==> config.mk <==
export PLATFORM = sky130hd
export DESIGN_NAME = preamble_serial_tx
export DESIGN_NICKNAME = d
export VERILOG_FILES = /design/src/rtl/serial_tx_pkg.sv /design/src/rtl/piso_shift_reg.sv /design/src/rtl/preamble_serial_tx.sv
export SDC_FILE = /design/constraint.sdc
export NUM_CORES = 1
export LEC_CHECK = 0
export CORE_UTILIZATION = 46
export CTS_BUF_LIST = sky130_fd_sc_hd__clkbuf_16
export DETAILED_ROUTE_END_ITERATION = 7
export PLACE_DENSITY = 0.72
export SYNTH_ARGS = -nofsm -noshare
export SYNTH_HDL_FRONTEND = slang
export SYNTH_SLANG_ARGS = --single-unit
==> constraint.sdc <==
create_clock -name clk -period 2.3 [get_ports clk]
set_clock_uncertainty 0.05 [all_clocks]
set_input_delay 0.69 -clock clk [delete_from_list [all_inputs] [get_ports clk]]
set_output_delay 0.69 -clock clk [all_outputs]
set_load 0.02 [all_outputs]
==> src/rtl/serial_tx_pkg.sv <==
// Shared types and constants for the preamble serial transmitter.
package serial_tx_pkg;

    typedef enum logic [1:0] {
        IDLE = 2'd0,
        PRE  = 2'd1,
        DATA = 2'd2,
        GAP  = 2'd3
    } state_t;

    localparam logic [3:0] DEFAULT_PREAMBLE = 4'b1001;

    function automatic int unsigned max3(input int unsigned a, input int unsigned b,
                                         input int unsigned c);
        int unsigned m;
        m = (a > b) ? a : b;
        return (m > c) ? m : c;
    endfunction

endpackage

==> src/rtl/piso_shift_reg.sv <==
// Parallel-in serial-out shift register: load a word, shift left, MSB presented on msb.
module piso_shift_reg #(
    parameter int unsigned WIDTH = 8
) (
    input  logic             clk,
    input  logic             load,
    input  logic             shift,
    input  logic [WIDTH-1:0] din,
    output logic             msb
);

    logic [WIDTH-1:0] sr;

    always_ff @(posedge clk) begin
        if (load) begin
            sr <= din;
        end else if (shift) begin
            sr <= sr << 1;
        end
    end

    assign msb = sr[WIDTH-1];

endmodule

==> src/rtl/preamble_serial_tx.sv <==
// Bit-serial frame transmitter: preamble, then payload MSB-first, then an idle gap.
// Outputs are registered from the next-state values so the line never glitches.
module preamble_serial_tx
    import serial_tx_pkg::*;
#(
    parameter int unsigned       DATA_W   = 8,
    parameter int unsigned       PRE_W    = 4,
    parameter logic [PRE_W-1:0]  PREAMBLE = PRE_W'(DEFAULT_PREAMBLE),
    parameter int unsigned       GAP_CYC  = 2
) (
    input  logic              clk,
    input  logic              rst,
    input  logic [DATA_W-1:0] in_data,
    input  logic              in_valid,
    output logic              in_ready,
    output logic              out,
    output logic              out_valid,
    output logic              out_last,
    output logic              busy
);

    localparam int unsigned CNT_MAX = max3(PRE_W, DATA_W, GAP_CYC);
    localparam int unsigned CW      = $clog2(CNT_MAX + 1);
    localparam int unsigned GAP_LD  = (GAP_CYC > 0) ? GAP_CYC - 1 : 0;

    state_t           state, state_next;
    logic [CW-1:0]    cnt, cnt_next;
    logic             accept;
    logic             data_msb;
    logic [PRE_W-1:0] pre_sr;

    always_ff @(posedge clk) begin
        if (rst) begin
            state <= IDLE;
            cnt   <= '0;
        end else begin
            state <= state_next;
            cnt   <= cnt_next;
        end
    end

    always_comb begin
        state_next = state;
        cnt_next   = cnt;
        accept     = 1'b0;
        case (state)
            IDLE: begin
                accept = in_valid && in_ready;
                if (accept) begin
                    state_next = PRE;
                    cnt_next   = CW'(PRE_W - 1);
                end
            end
            PRE: begin
                if (cnt == '0) begin
                    state_next = DATA;
                    cnt_next   = CW'(DATA_W - 1);
                end else begin
                    cnt_next = cnt - CW'(1);
                end
            end
            DATA: begin
                if (cnt == '0) begin
                    if (GAP_CYC == 0) begin
                        state_next = IDLE;
                        cnt_next   = '0;
                    end else begin
                        state_next = GAP;
                        cnt_next   = CW'(GAP_LD);
                    end
                end else begin
                    cnt_next = cnt - CW'(1);
                end
            end
            GAP: begin
                if (cnt == '0) begin
                    state_next = IDLE;
                    cnt_next   = '0;
                end else begin
                    cnt_next = cnt - CW'(1);
                end
            end
            default: begin
                state_next = IDLE;
                cnt_next   = '0;
            end
        endcase
    end

    piso_shift_reg #(
        .WIDTH(DATA_W)
    ) u_payload (
        .clk  (clk),
        .load (accept),
        .shift(state_next == DATA),
        .din  (in_data),
        .msb  (data_msb)
    );

    // The first preamble bit goes out on the accept edge itself, so the
    // preamble register is loaded pre-shifted and the MSB comes from PREAMBLE.
    always_ff @(posedge clk) begin
        if (rst) begin
            out       <= 1'b0;
            out_valid <= 1'b0;
            out_last  <= 1'b0;
            busy      <= 1'b0;
            in_ready  <= 1'b1;
        end else begin
            out       <= 1'b0;
            out_valid <= 1'b0;
            out_last  <= 1'b0;
            case (state_next)
                PRE: begin
                    out       <= accept ? PREAMBLE[PRE_W-1] : pre_sr[PRE_W-1];
                    out_valid <= 1'b1;
                end
                DATA: begin
                    out       <= data_msb;
                    out_valid <= 1'b1;
                    out_last  <= (cnt_next == '0);
                end
                default: ;
            endcase
            busy     <= (state_next != IDLE);
            in_ready <= (state_next == IDLE);
            if (accept) begin
                pre_sr <= PREAMBLE << 1;
            end else if (state_next == PRE) begin
                pre_sr <= pre_sr << 1;
            end
        end
    end

endmodule

# --- Yosys cells after proc, flatten, opt, wreduce, memory -nomap -nowiden ---
# Cells that the tools add are included.
totals:
  ramBits: 0
  out_inout_bits: 5
  reg_bits: 22
  romBits: 0
  latch_bits: 0
  n_memories: 0
classes:
  n_reduce_logical: 11
  bitwise_logic: 2
  mul: 0
  n_lt_le_gt_ge: 0
  div_mod_pow: 0
  n_mux: 17
  addsub: 1
  eq_ne: 5
  shift: 0
ops:
  columns: ["op", "count"]
  rows:
  - ["$mux 4", 5]
  - ["$mux 8", 2]
  - ["$pmux 4 s4", 1]
  - ["$logic_not 4->1", 2]
  - ["$mux 2", 4]
  - ["$pmux 2 s4", 1]
  - ["$eq 2x2->1 const B", 3]
  - ["$reduce_bool 2->1", 3]
  - ["$eq 2x1->1 const B", 2]
  - ["$logic_not 2->1", 2]
  - ["$reduce_or 2->1", 2]
  - ["$sub 4x1->4 const B", 1]
  - ["$mux 1", 3]
  - ["$not 1->1", 2]
  - ["$pmux 1 s2", 1]
  - ["$reduce_and 2->1", 1]
  - ["$logic_and 1x1->1", 1]

# --- Depth between registers and ports, before layout ---
# Gate-level depths: netlist of the first run.
logic_depth:
  depth_word: 6
  mapped_depth: 10
  depth_no_buf: 9

# --- Modules after synthesis ---
# From an unflattened synthesis of the first run, not the netlist that was laid out.
unflattened:
  cells_unflattened: 88
  hier_area_um2: 1076.0
modules_own_cells:
  columns: ["module", "instances", "area_per_inst_um2", "seq_area_each_um2", "cells_per_inst"]
  rows:
  - ["preamble_serial_tx", 1, 705.7, 310.3, 70]
  - ["piso_shift_reg", 1, 370.4, 240.2, 18]

# --- Worst setup path after synthesis of the first run ---
# No wires, ideal clock.
synth_path:
  kind: "input to register"
  startpoint: "input in_valid"
  endpoint: "register u_payload.sr[0], enable pin"
  required_ps: 1916
  path_buffers: 1
  cell_stages: 7
  path_slack_ps: -7
  arrival_time_ps: 1922
  cell_sequence: "and2_2 nand2_1 inv_1 buf_2 a21oi_1 ha_1 nand2b_1"
synth_via:
  word_cells_on_any_way: 6
  cone_classes: "1 x eq/ne; 3 x mux; 2 x reduce/logical"
synth_lines:
  columns: ["item", "line", "source"]
  rows:
  - ["from (decl)", "preamble_serial_tx.sv:14", "input logic in_valid,"]
  - ["$logic_and 1x1->1", "preamble_serial_tx.sv:48", "accept = in_valid && in_ready;"]
  - ["$mux 1", "preamble_serial_tx.sv:46", "case (state)"]
  - ["net accept", "preamble_serial_tx.sv:28", "logic accept;"]
  - ["$reduce_bool 2->1 (no source line)", null, null]
  - ["to (signal assigned)", "piso_shift_reg.sv:16", "sr <= din;"]
  - ["to (signal assigned)", "piso_shift_reg.sv:18", "sr <= sr << 1;"]
  - ["to (decl)", "piso_shift_reg.sv:12", "logic [WIDTH-1:0] sr;"]
# The timed path passes the listed nets, and every way through them passes these cells.
# A chain may end at the register's enable or synchronous reset.

# --- Worst setup path after layout of the first run ---
layout_path:
  startpoint: "register cnt[0]"
  endpoint: "register pre_sr[3], enable pin"
layout_via:
  elab_chain_len: 6
  word_cells_on_any_way: 8
  cone_classes: "1 x eq/ne; 4 x mux; 3 x reduce/logical"
layout_lines:
  columns: ["item", "line", "source"]
  rows:
  - ["from (decl)", "preamble_serial_tx.sv:27", "logic [CW-1:0] cnt, cnt_next;"]
  - ["from (signal assigned)", "preamble_serial_tx.sv:38", "cnt <= cnt_next;"]
  - ["$logic_not 4->1 *", "preamble_serial_tx.sv:55, preamble_serial_tx.sv:63, preamble_serial_tx.sv:76", null]
  - ["$mux 2, on equally long branches", "preamble_serial_tx.sv:76, preamble_serial_tx.sv:55, preamble_serial_tx.sv:63", null]
  - ["$pmux 2 s4 *", "preamble_serial_tx.sv:46", null]
  - ["net state_next[0]", "preamble_serial_tx.sv:26", "state_t state, state_next;"]
  - ["$eq 2x1->1 *", "preamble_serial_tx.sv:129", "end else if (state_next == PRE) begin"]
  - ["$reduce_bool 2->1 (no source line) *", null, null]
  - ["$reduce_and 2->1 (no source line) *", null, null]
  - ["to (signal assigned)", "preamble_serial_tx.sv:128", "pre_sr <= PREAMBLE << 1;"]
  - ["to (signal assigned)", "preamble_serial_tx.sv:130", "pre_sr <= pre_sr << 1;"]
  - ["to (decl)", "preamble_serial_tx.sv:30", "logic [PRE_W-1:0] pre_sr;"]
# Mark *: on every way through the listed nets, which the timed path passes. The rest lies on a longest branch.

==> flow_summary.rst, run 1 <==
.. list-table::
   :header-rows: 1

   * - Metric
     - Value
   * - Status
     - completed
   * - Antenna Violating Nets Remaining
     - 0
   * - Site Rows
     - 16
   * - Top post-synthesis cells by count
     - 11 x sky130_fd_sc_hd__dfxtp_1, 11 x sky130_fd_sc_hd__edfxtp_1, 10 x sky130_fd_sc_hd__nor2_1
   * - Portion of total power attributed to sequential cells
     - a little over a third
   * - Share of final-layout standard cells stronger than drive strength 1
     - a little over a quarter
   * - Cell at the root of the clock tree
     - sky130_fd_sc_hd__clkbuf_16
   * - Width of the chip
     - 48.9 um
   * - Number of max-slew violations in the final report
     - 0
   * - Cell-internal power
     - 0.00142 W
   * - CTS HTree Levels
     - 1
   * - Path category of the worst min-delay check
     - flip-flop to flip-flop
   * - Worst-path maximum fanout
     - 6
   * - Floorplan die area
     - between 0.002 and 0.0025 mm^2
   * - Starting density of the core
     - between 50% and 60%
   * - Maximum number of pins on one net before global-route repair
     - 14
   * - Count of hold buffers inserted by post-cts repair
     - 0
   * - Cell type contributing the most total cell area after synthesis
     - sky130_fd_sc_hd__edfxtp_1
   * - Final design utilization
     - between 60% and 70%
   * - Dominant combinational cell family by area after synthesis
     - simple AND/OR/NAND/NOR gates
   * - Vias in the first global route
     - between 700 and 800
   * - Drt first-iter violations
     - 13
   * - Share of the synthesized netlist area taken by xor and xnor gates
     - less than 1%
   * - Slew at the pin closest to its max-slew limit
     - 0.376 ns
   * - Post-Route M1 WL
     - roughly 860 um
   * - TritonCTS clock tree
     - yes
   * - Detailed-route via count
     - roughly 730
   * - Largest buffer count on any clock path
     - 2
   * - Number of flops mapped to enable cells by yosys
     - 11
   * - Post-CTS Setup Repair Bufs
     - 0
   * - PortBufs
     - 15
   * - Primary flip-flop cell chosen by synthesis mapping
     - sky130_fd_sc_hd__edfxtp_1
   * - Number of clock sinks
     - 22
   * - Share of synthesized cell area in full adder, half adder and majority cells
     - slightly below 5%
   * - Skew-Pair Late Insertion Delay
     - 0.25 ns
   * - Share of total power consumed by net switching
     - about a third
   * - Routed length per placed instance
     - between 10 and 15 um
   * - Area share of the leading cell type in the synthesized netlist
     - approximately a third
   * - Cell area power density
     - between 1500 and 2000 mW/mm^2
   * - Flip-flop and latch count after synthesis
     - 22
   * - Number of failing hold endpoints at the final stage
     - 0
   * - Register clock-pin slew on the reported worst setup and hold paths
     - ~0.06 ns
   * - Length of the first detailed-routing pass in iterations
     - 4
   * - Largest voltage drop on the vdd net
     - roughly 1100 uV
   * - Y dimension of the die
     - around 49 um
   * - Register area share after synthesis
     - a little over half
   * - Share of synthesized registers carrying an async set or reset
     - 0%
   * - Met3 WL post-DR
     - about 100 um
   * - Post-synthesis simple-gate area fraction
     - 19.1%
   * - Cts bufs inserted
     - 3
   * - Number of inserted diodes
     - 0
   * - Setup violation total in the final timing report
     - 0
   * - Total of warnings raised by yosys
     - 0
   * - Time the worst path needs with I/O delays and setup
     - 2.17 ns
   * - Relative max-transition margin
     - between 70 and 80%
   * - Relative contribution of combinational cells to total power
     - 41.1%
   * - Startpoint kind of the worst setup timing path
     - flip-flop
   * - Remaining Overflow, GRT
     - 0
   * - Compound-Gate Fraction of Synth Area
     - between 8 and 9%
   * - Via count normalized by instance count
     - between 5 and 6
   * - Met2 routed wirelength
     - slightly below 1 mm
   * - Type of element capturing the critical path
     - flip-flop
   * - Part of the power in the clock network
     - 23.0%
   * - Final weighted congestion of routability-driven global placement
     - between 0.8 and 0.9
   * - Total global-route track usage
     - 18.4%
   * - Multiplexer share of the synthesized area
     - under 10%
   * - Reg-to-reg setup timing slack
     - between 0.1 and 0.15 ns
   * - Top cells by area in the synthesized netlist
     - sky130_fd_sc_hd__edfxtp_1 33%, sky130_fd_sc_hd__dfxtp_1 22%, sky130_fd_sc_hd__mux2_2 7.8%
   * - Total routed wirelength
     - ~2.0 mm
   * - Number of antenna violations at the first check in global routing
     - 0
   * - Synth Area per Inst
     - 11.5 um^2
   * - Kind of critical path
     - flip-flop to flip-flop
   * - Post-detailed-placement half-perimeter wirelength
     - 1.32 mm
   * - Mapped Area
     - approximately 0.0010 mm^2
   * - Reported max-cap violation count
     - 0
   * - Number of nets produced by synthesis
     - 103
   * - Min Hold Slack
     - between 0.4 and 0.5 ns
   * - Number of distinct library cells after synthesis
     - 34
   * - Switching Power
     - roughly 0.00066 W
   * - Number of ports placed on the die boundary
     - 16
   * - Total number of nets in the final design
     - 127
   * - Post-route fraction of the period consumed by the critical path
     - a little over nine tenths
   * - Residual DRC
     - 0
   * - Highest routed layer
     - met4
   * - Max frequency
     - approximately 460 MHz
   * - Area of the core
     - between 0.002 and 0.0025 mm^2
   * - Crit path required time
     - around 2.3 ns
   * - Area growth from synthesis to layout
     - 33.7%
   * - LEAKAGE
     - ~0.54 nW
   * - Data arrival time at the worst-slack endpoint
     - 2.12 ns
   * - Number of standard cells after synthesis
     - around 90
   * - Global-route wire length before repair
     - 3.31 mm
==> timing repair <==
| item | in CTS | in global routing |
|---|---|---|
| endpoints found under the hold margin | 0 | 0 |
| resized for setup | 1 | 3 |
| gates cloned | 0 | 0 |
| setup endpoints to repair | 11 | 13 |
==> area by class of cell <==
cell class                      instances  area, um^2
Tap cell                               27        33.8
Multi-Input combinational cell         57         440
Clock buffer                            3        75.1
Timing Repair Buffer                   22         203
Fill cell                             162         667
Clock inverter                          1        30.0
Inverter                                6        22.5
Sequential cell                        22         551
==> metal layers <==
metal,global-route usage [%],vias to the layer above
li1,-,360
met1,22.6,348
met2,31.3,21
met3,5.61,2
met4,4.41,0
met5,0,-
==> flip-flops by register name (all words and copies together) (netlist names), 2 cells and up <==
signal        count
pre_sr            3
state             2
cnt               4
u_payload.sr      8
==> power by group through the flow <==
stage	Clock, W	Combinational, W	Sequential (W)
after CTS	0.000484	0.000821	0.000743
after global routing	0.000498	0.000940	0.000769
after floorplan	0	0.000533	0.000742
after detailed placement	0	0.000793	0.000747
final	0.000476	0.000852	0.000746
after global placement	0	0.000777	0.000739
==> worst max-delay path: stages, from the launching register on <==
cell and delay [ns]:
sky130_fd_sc_hd__dfxtp_1 0.39, sky130_fd_sc_hd__inv_1 0.07, sky130_fd_sc_hd__ha_1 0.26, sky130_fd_sc_hd__nor4bb_1 0.17, sky130_fd_sc_hd__or2_2 0.30, sky130_fd_sc_hd__a21oi_2 0.21
sky130_fd_sc_hd__inv_1 0.07, sky130_fd_sc_hd__ha_1 0.21, sky130_fd_sc_hd__nor2_1 0.10, sky130_fd_sc_hd__nor2_1 0.08
==> layout by cell type, fill, tap and decap left out, types with 2 or more instances in the layout <==
cell                              instances
sky130_fd_sc_hd__a21boi_0                 2
sky130_fd_sc_hd__a21oi_1                  2
sky130_fd_sc_hd__and2_1                   2
sky130_fd_sc_hd__and3_2                   2
sky130_fd_sc_hd__buf_4                    7
sky130_fd_sc_hd__clkbuf_16                3
sky130_fd_sc_hd__clkdlybuf4s50_1         15
sky130_fd_sc_hd__dfxtp_1                 11
sky130_fd_sc_hd__edfxtp_1                11
sky130_fd_sc_hd__ha_1                     4
sky130_fd_sc_hd__inv_1                    6
sky130_fd_sc_hd__mux2_2                   7
sky130_fd_sc_hd__nand2_1                  4
sky130_fd_sc_hd__nor2_1                  10
sky130_fd_sc_hd__nor3_1                   2
sky130_fd_sc_hd__or4_1                    2
==> cell families after synthesis <==
family          Yosys count
flops                    22
buf+inv                   9
simple gates             33
mux                       7
xor+xnor                  1
fa+ha+maj                 4
compound gates           12
==> metrics by stage <==
stage               power [W]  instances  worst slack, ns  area (um^2)  setup TNS (ns)
finish                0.00207        138            0.129         1360               0
global route          0.00221        138          -0.0206         1360          -0.150
detailed placement    0.00154        134           -0.208         1230           -2.30
CTS                   0.00205        138           0.0497         1340               0
global placement      0.00152        134           -0.131         1230           -1.43
floorplan             0.00127         88           0.0669         1020               0
==> path summary, 6_finish.rpt <==
kind	startpoint	to	cells past startpoint
worst max register to register	cnt[0]	pre_sr[3]	9
worst min-delay path	pre_sr[1]	pre_sr[2]	1
worst min register to register	pre_sr[1]	pre_sr[2]	1
worst max-delay path	cnt[0]	pre_sr[3]	9
Note: power is estimated with default switching activity, not from simulation.
==> run 2, diff against run 1 <==
--- a/config.mk
+++ b/config.mk
@@ -5,6 +5,7 @@
 export SDC_FILE = /design/constraint.sdc
 export NUM_CORES = 1
 export LEC_CHECK = 0
+export CAP_MARGIN = 20
 export CORE_UTILIZATION = 46
 export CTS_BUF_LIST = sky130_fd_sc_hd__clkbuf_16
 export DETAILED_ROUTE_END_ITERATION = 7
==> results of run 2 <==
Same layout as run 1: the final DEF is identical, and so are final timing and power.
==> run 3, diff against run 2 <==
--- a/config.mk
+++ b/config.mk
@@ -5,6 +5,7 @@
 export SDC_FILE = /design/constraint.sdc
 export NUM_CORES = 1
 export LEC_CHECK = 0
+export ABC_AREA = 1
 export CAP_MARGIN = 20
 export CORE_UTILIZATION = 46
 export CTS_BUF_LIST = sky130_fd_sc_hd__clkbuf_16
==> run 3 against run 2 <==
  * Worst hold slack worse by 0.011 ns
  * Synthesized cell count grew 40%
  * Combinational power increased by 9.0%
  * Clock power fell by 24%
  * Non-clock buffer count decreased by 2
  * Design area shrank 2.7%
  * Via count rose by 8.2%
==> flow_summary.rst, run 3 <==
.. list-table::
   :header-rows: 1

   * - Metric
     - Value
   * - Final TNS setup
     - 0 ns (unchanged)
   * - Dominant combinational cell family by area after synthesis
     - simple AND/OR/NAND/NOR gates (unchanged)
   * - Share of synthesized cell area in full adder, half adder and majority cells
     - 4.81% (was 4.94%)
   * - Routing usage on met1
     - 21.7% (was 22.6%)
   * - Relative max-transition margin
     - 77.3% (was 74.3%)
   * - Synth Area per Inst
     - 8.46 um^2 (was 11.5 um^2)
   * - Global-route wire length before repair
     - 3.21 mm (was 3.31 mm)
   * - Most common cell after layout, fill and taps aside
     - sky130_fd_sc_hd__nand2_1 (was sky130_fd_sc_hd__clkdlybuf4s50_1)
   * - Post-detailed-placement half-perimeter wirelength
     - 1.39 mm (was 1.32 mm)
   * - Post-placement worst setup slack
     - -0.0845 ns (was -0.208 ns)
   * - Number of standard cells after synthesis
     - 123 (was 88)
   * - Crit path required time
     - 2.19 ns (was 2.25 ns)
   * - Final weighted congestion of routability-driven global placement
     - 0.863 (was 0.840)
   * - TritonCTS clock tree
     - yes (unchanged)
   * - Width of the chip
     - 49.6 um (was 48.9 um)
   * - Number of antenna violations at the first check in global routing
     - 0 (unchanged)
   * - Drt first-iter violations
     - 20 (was 13)
   * - Cell with the most instances after synthesis
     - sky130_fd_sc_hd__nand2_1
   * - Number of distinct library cells after synthesis
     - 22 (was 34)
   * - Data arrival time at the worst-slack endpoint
     - 2.02 ns (was 2.12 ns)
   * - Share of the synthesized netlist area taken by xor and xnor gates
     - 0.841% (was 0.864%)
   * - Detailed-route via count
     - 791 (was 731)
   * - Y dimension of the die
     - 49.6 um (was 48.9 um)
   * - Remaining Overflow, GRT
     - 0 (unchanged)
   * - Cell breakdown of the critical path
     - clkdlybuf4s50_1 > nand2_1 > inv_1 > nand2_2 > nand2_2 > inv_2 > ha_1 > inv_1 > nand2_1 (was inv_1 > ha_1 > nor4bb_1 > or2_2 > a21oi_2 > inv_1 > ha_1 > nor2_1 > nor2_1)
   * - Max reg flops
     - 8 (unchanged)
   * - Mapped Area
     - 0.00104 mm^2 (was 0.00101 mm^2)
   * - Status
     - completed (unchanged)
   * - Vias in the first global route
     - 770 (was 760)
   * - Register area share after synthesis
     - 52.9% (was 54.3%)
   * - Share of final-layout standard cells stronger than drive strength 1
     - 13.2% (was 27.0%)
   * - Number of flops mapped to enable cells by yosys
     - 11 (unchanged)
   * - Skew-Pair Late Insertion Delay
     - 0.25 ns (about the same)
   * - Worst-path maximum fanout
     - 8 (was 6)
   * - Total number of nets in the final design
     - 160 (was 127)
   * - Maximum number of pins on one net before global-route repair
     - 13 (was 14)
   * - Top post-synthesis cells by count
     - 35 x sky130_fd_sc_hd__nand2_1, 16 x sky130_fd_sc_hd__inv_1, 15 x sky130_fd_sc_hd__nor2_1 (was 11 x sky130_fd_sc_hd__dfxtp_1, 11 x sky130_fd_sc_hd__edfxtp_1, 10 x sky130_fd_sc_hd__nor2_1)
   * - Post-synthesis simple-gate area fraction
     - 29.2% (was 19.1%)
   * - Resize count post-CTS
     - 0 (was 1)
   * - Number of max-slew violations in the final report
     - 0 (unchanged)
   * - Most used cells in the layout excluding fill and tap cells
     - 35 x sky130_fd_sc_hd__nand2_1, 17 x sky130_fd_sc_hd__inv_1, 15 x sky130_fd_sc_hd__nor2_1, 15 x sky130_fd_sc_hd__clkdlybuf4s50_1 (was 15 x sky130_fd_sc_hd__clkdlybuf4s50_1, 11 x sky130_fd_sc_hd__dfxtp_1, 11 x sky130_fd_sc_hd__edfxtp_1)
   * - Type of element capturing the critical path
     - flip-flop (unchanged)
   * - Compound-Gate Fraction of Synth Area
     - 3.61% (was 8.40%)
   * - Via count normalized by instance count
     - 4.63 (was 5.30)
   * - Reported max-cap violation count
     - 0 (unchanged)
   * - Slew at the pin closest to its max-slew limit
     - 0.340 ns (was 0.376 ns)
   * - Share of synthesized registers carrying an async set or reset
     - 0% (unchanged)
   * - Area growth from synthesis to layout
     - 26.7% (was 33.7%)
   * - Residual DRC
     - 0 (unchanged)
   * - Cell at the root of the clock tree
     - sky130_fd_sc_hd__clkbuf_16 (unchanged)
   * - Total global-route track usage
     - 17.6% (was 18.4%)
   * - Length of the first detailed-routing pass in iterations
     - 4 (unchanged)
   * - LEAKAGE
     - 0.608 nW (was 0.542 nW)
   * - Combined area of the multi-input logic cells
     - 400 um^2 (was 440 um^2)
   * - Area of the core
     - 0.00204 mm^2 (was 0.00202 mm^2)
   * - Starting density of the core
     - 51.0% (was 50.1%)
   * - Largest incremental delay on the critical path
     - 0.45 ns (was 0.39 ns)
   * - Total routed wirelength
     - 1.87 mm (was 1.96 mm)
   * - Minimum setup slack in the final design
     - 0.168 ns (was 0.129 ns)
   * - Time the worst path needs with I/O delays and setup
     - 2.13 ns (was 2.17 ns)
   * - Multiplexer share of the synthesized area
     - 0% (was 7.78%)
   * - Routing usage on met3
     - 4.63% (was 5.61%)
   * - Number of inserted diodes
     - 0 (unchanged)
   * - Worst path buffer plus inverter count
     - 4 (was 2)
   * - Number of ports placed on the die boundary
     - 16 (unchanged)
   * - Kind of cell adding the most delay to the critical path
     - buffers and inverters (was simple AND/OR/NAND/NOR gates)
   * - Critical-path top delay cell
     - sky130_fd_sc_hd__clkdlybuf4s50_1 (was sky130_fd_sc_hd__dfxtp_1)
   * - Number of clock sinks
     - 22 (unchanged)
   * - Worst r2r path cells
     - 8 (was 9)
   * - Area share of the leading cell type in the synthesized netlist
     - 31.7% (was 32.6%)
   * - Site Rows
     - 16 (unchanged)
   * - Cell area power density
     - 1540 mW/mm^2 (was 1530 mW/mm^2)
   * - CTS HTree Levels
     - 1 (unchanged)
   * - Number of failing hold endpoints at the final stage
     - 0 (unchanged)
   * - PortBufs
     - 15 (unchanged)
   * - Largest buffer count on any clock path
     - 2 (unchanged)
   * - Post-route fraction of the period consumed by the critical path
     - 92.7% (was 94.4%)
   * - Primary flip-flop cell chosen by synthesis mapping
     - sky130_fd_sc_hd__edfxtp_1 (unchanged)
   * - Count of hold buffers inserted by post-cts repair
     - 0 (unchanged)
   * - Biggest register
     - u_payload.sr (unchanged)
   * - Total of warnings raised by yosys
     - 0 (unchanged)
   * - Cts bufs inserted
     - 3 (unchanged)
   * - Total area of sequential cells
     - 551 um^2 (unchanged)
   * - Floorplan die area
     - 0.00246 mm^2 (was 0.00240 mm^2)
   * - Post-Layout Cell Count
     - 171 (was 138)
   * - Number of cells on the critical path
     - 9 (unchanged)
   * - Max frequency
     - 469 MHz (was 461 MHz)
   * - Dpl cells
     - 167 (was 134)
   * - Post-CTS Setup Repair Bufs
     - 0 (unchanged)
   * - Register clock-pin slew on the reported worst setup and hold paths
     - 0.06 ns (about the same)
   * - Cell type contributing the most total cell area after synthesis
     - sky130_fd_sc_hd__edfxtp_1 (unchanged)
   * - Largest voltage drop on the vdd net
     - 962 uV (was 1080 uV)
   * - Number of nets produced by synthesis
     - 138 (was 103)
   * - Final design utilization
     - 64.6% (was 67.0%)
   * - Largest regs
     - u_payload.sr (8), cnt (4), pre_sr (3) (unchanged)
   * - Antenna Violating Nets Remaining
     - 0 (unchanged)
   * - Final-layout fill cell count
     - 182 (was 162)
   * - Final total power
     - 0.00204 W (was 0.00207 W)
   * - Busiest grt layer
     - met2 (unchanged)
   * - Top cells by area in the synthesized netlist
     - sky130_fd_sc_hd__edfxtp_1 32%, sky130_fd_sc_hd__dfxtp_1 21%, sky130_fd_sc_hd__nand2_1 13% (was sky130_fd_sc_hd__edfxtp_1 33%, sky130_fd_sc_hd__dfxtp_1 22%, sky130_fd_sc_hd__mux2_2 7.8%)
   * - Path category of the worst min-delay check
     - flip-flop to flip-flop (unchanged)
   * - Setup violation total in the final timing report
     - 0 (unchanged)
   * - Kind of critical path
     - input pin to flip-flop (was flip-flop to flip-flop)
   * - Startpoint kind of the worst setup timing path
     - input pin (was flip-flop)
   * - Flip-flop and latch count after synthesis
     - 22 (unchanged)
   * - Hold Path Stages
     - 2 (was 1)
   * - Routed length per placed instance
     - 11.0 um (was 14.2 um)
   * - RSZ-0062 raised after global routing
     - no
   * - Met2 usage
     - 28.4% (was 31.3%)
## run 3: power by group
group          internal [W]  switching (W)  leakage [nW]
combinational      0.000363       0.000566         0.368
sequential         0.000654      0.0000925         0.197
clock              0.000232       0.000130        0.0423
## run 3: worst paths after layout
| path | start | endpoint | slack (ns) |
|---|---|---|---|
| max | in_valid | u_payload.sr[7] | 0.17 |
| min | u_payload.sr[3] | u_payload.sr[4] | 0.48 |
| max reg2reg | cnt[0] | u_payload.sr[7] | 0.19 |
| min reg2reg | u_payload.sr[3] | u_payload.sr[4] | 0.48 |
## run 3: per-layer routing
metal | wire length [um] | vias to the layer above
li1 | - | 426
met1 | 872 | 347
met2 | 883 | 14
met3 | 80 | 4
met4 | 37 | 0
met5 | 0 | -
## run 3: layout make-up
class,instances,share of cell area (%)
clock inverters,1,0.285
repair buffers,20,14.2
multi-input cells,80,30.4
well taps,27,2.56
inverters,18,5.12
clock buffers,3,5.69
flip-flops and latches,22,41.7
## run 3: worst min-delay path, stage by stage, from the launching register on
cell	delay, ns
sky130_fd_sc_hd__edfxtp_1	0.32
sky130_fd_sc_hd__nand2_1	0.05
sky130_fd_sc_hd__nand2_1	0.05
## run 3: per-stage QoR
stage                     hold slack [ns]  cell area [um^2]
final                               0.476              1320
after global routing                0.507              1320
after CTS                           0.480              1320
after detailed placement            0.466              1240
after global placement              0.452              1240
after floorplan                     0.444              1040
## run 3: kinds of logic (layout without fill, tap and decap cells)
logic type	Yosys count	in the layout
AND/OR/NAND/NOR	68	68
flip-flops	22	22
buffers and inverters	21	42
AO/OA/AOI/OAI	7	7
adder cells (fa/ha/maj)	4	4
XOR/XNOR	1	1
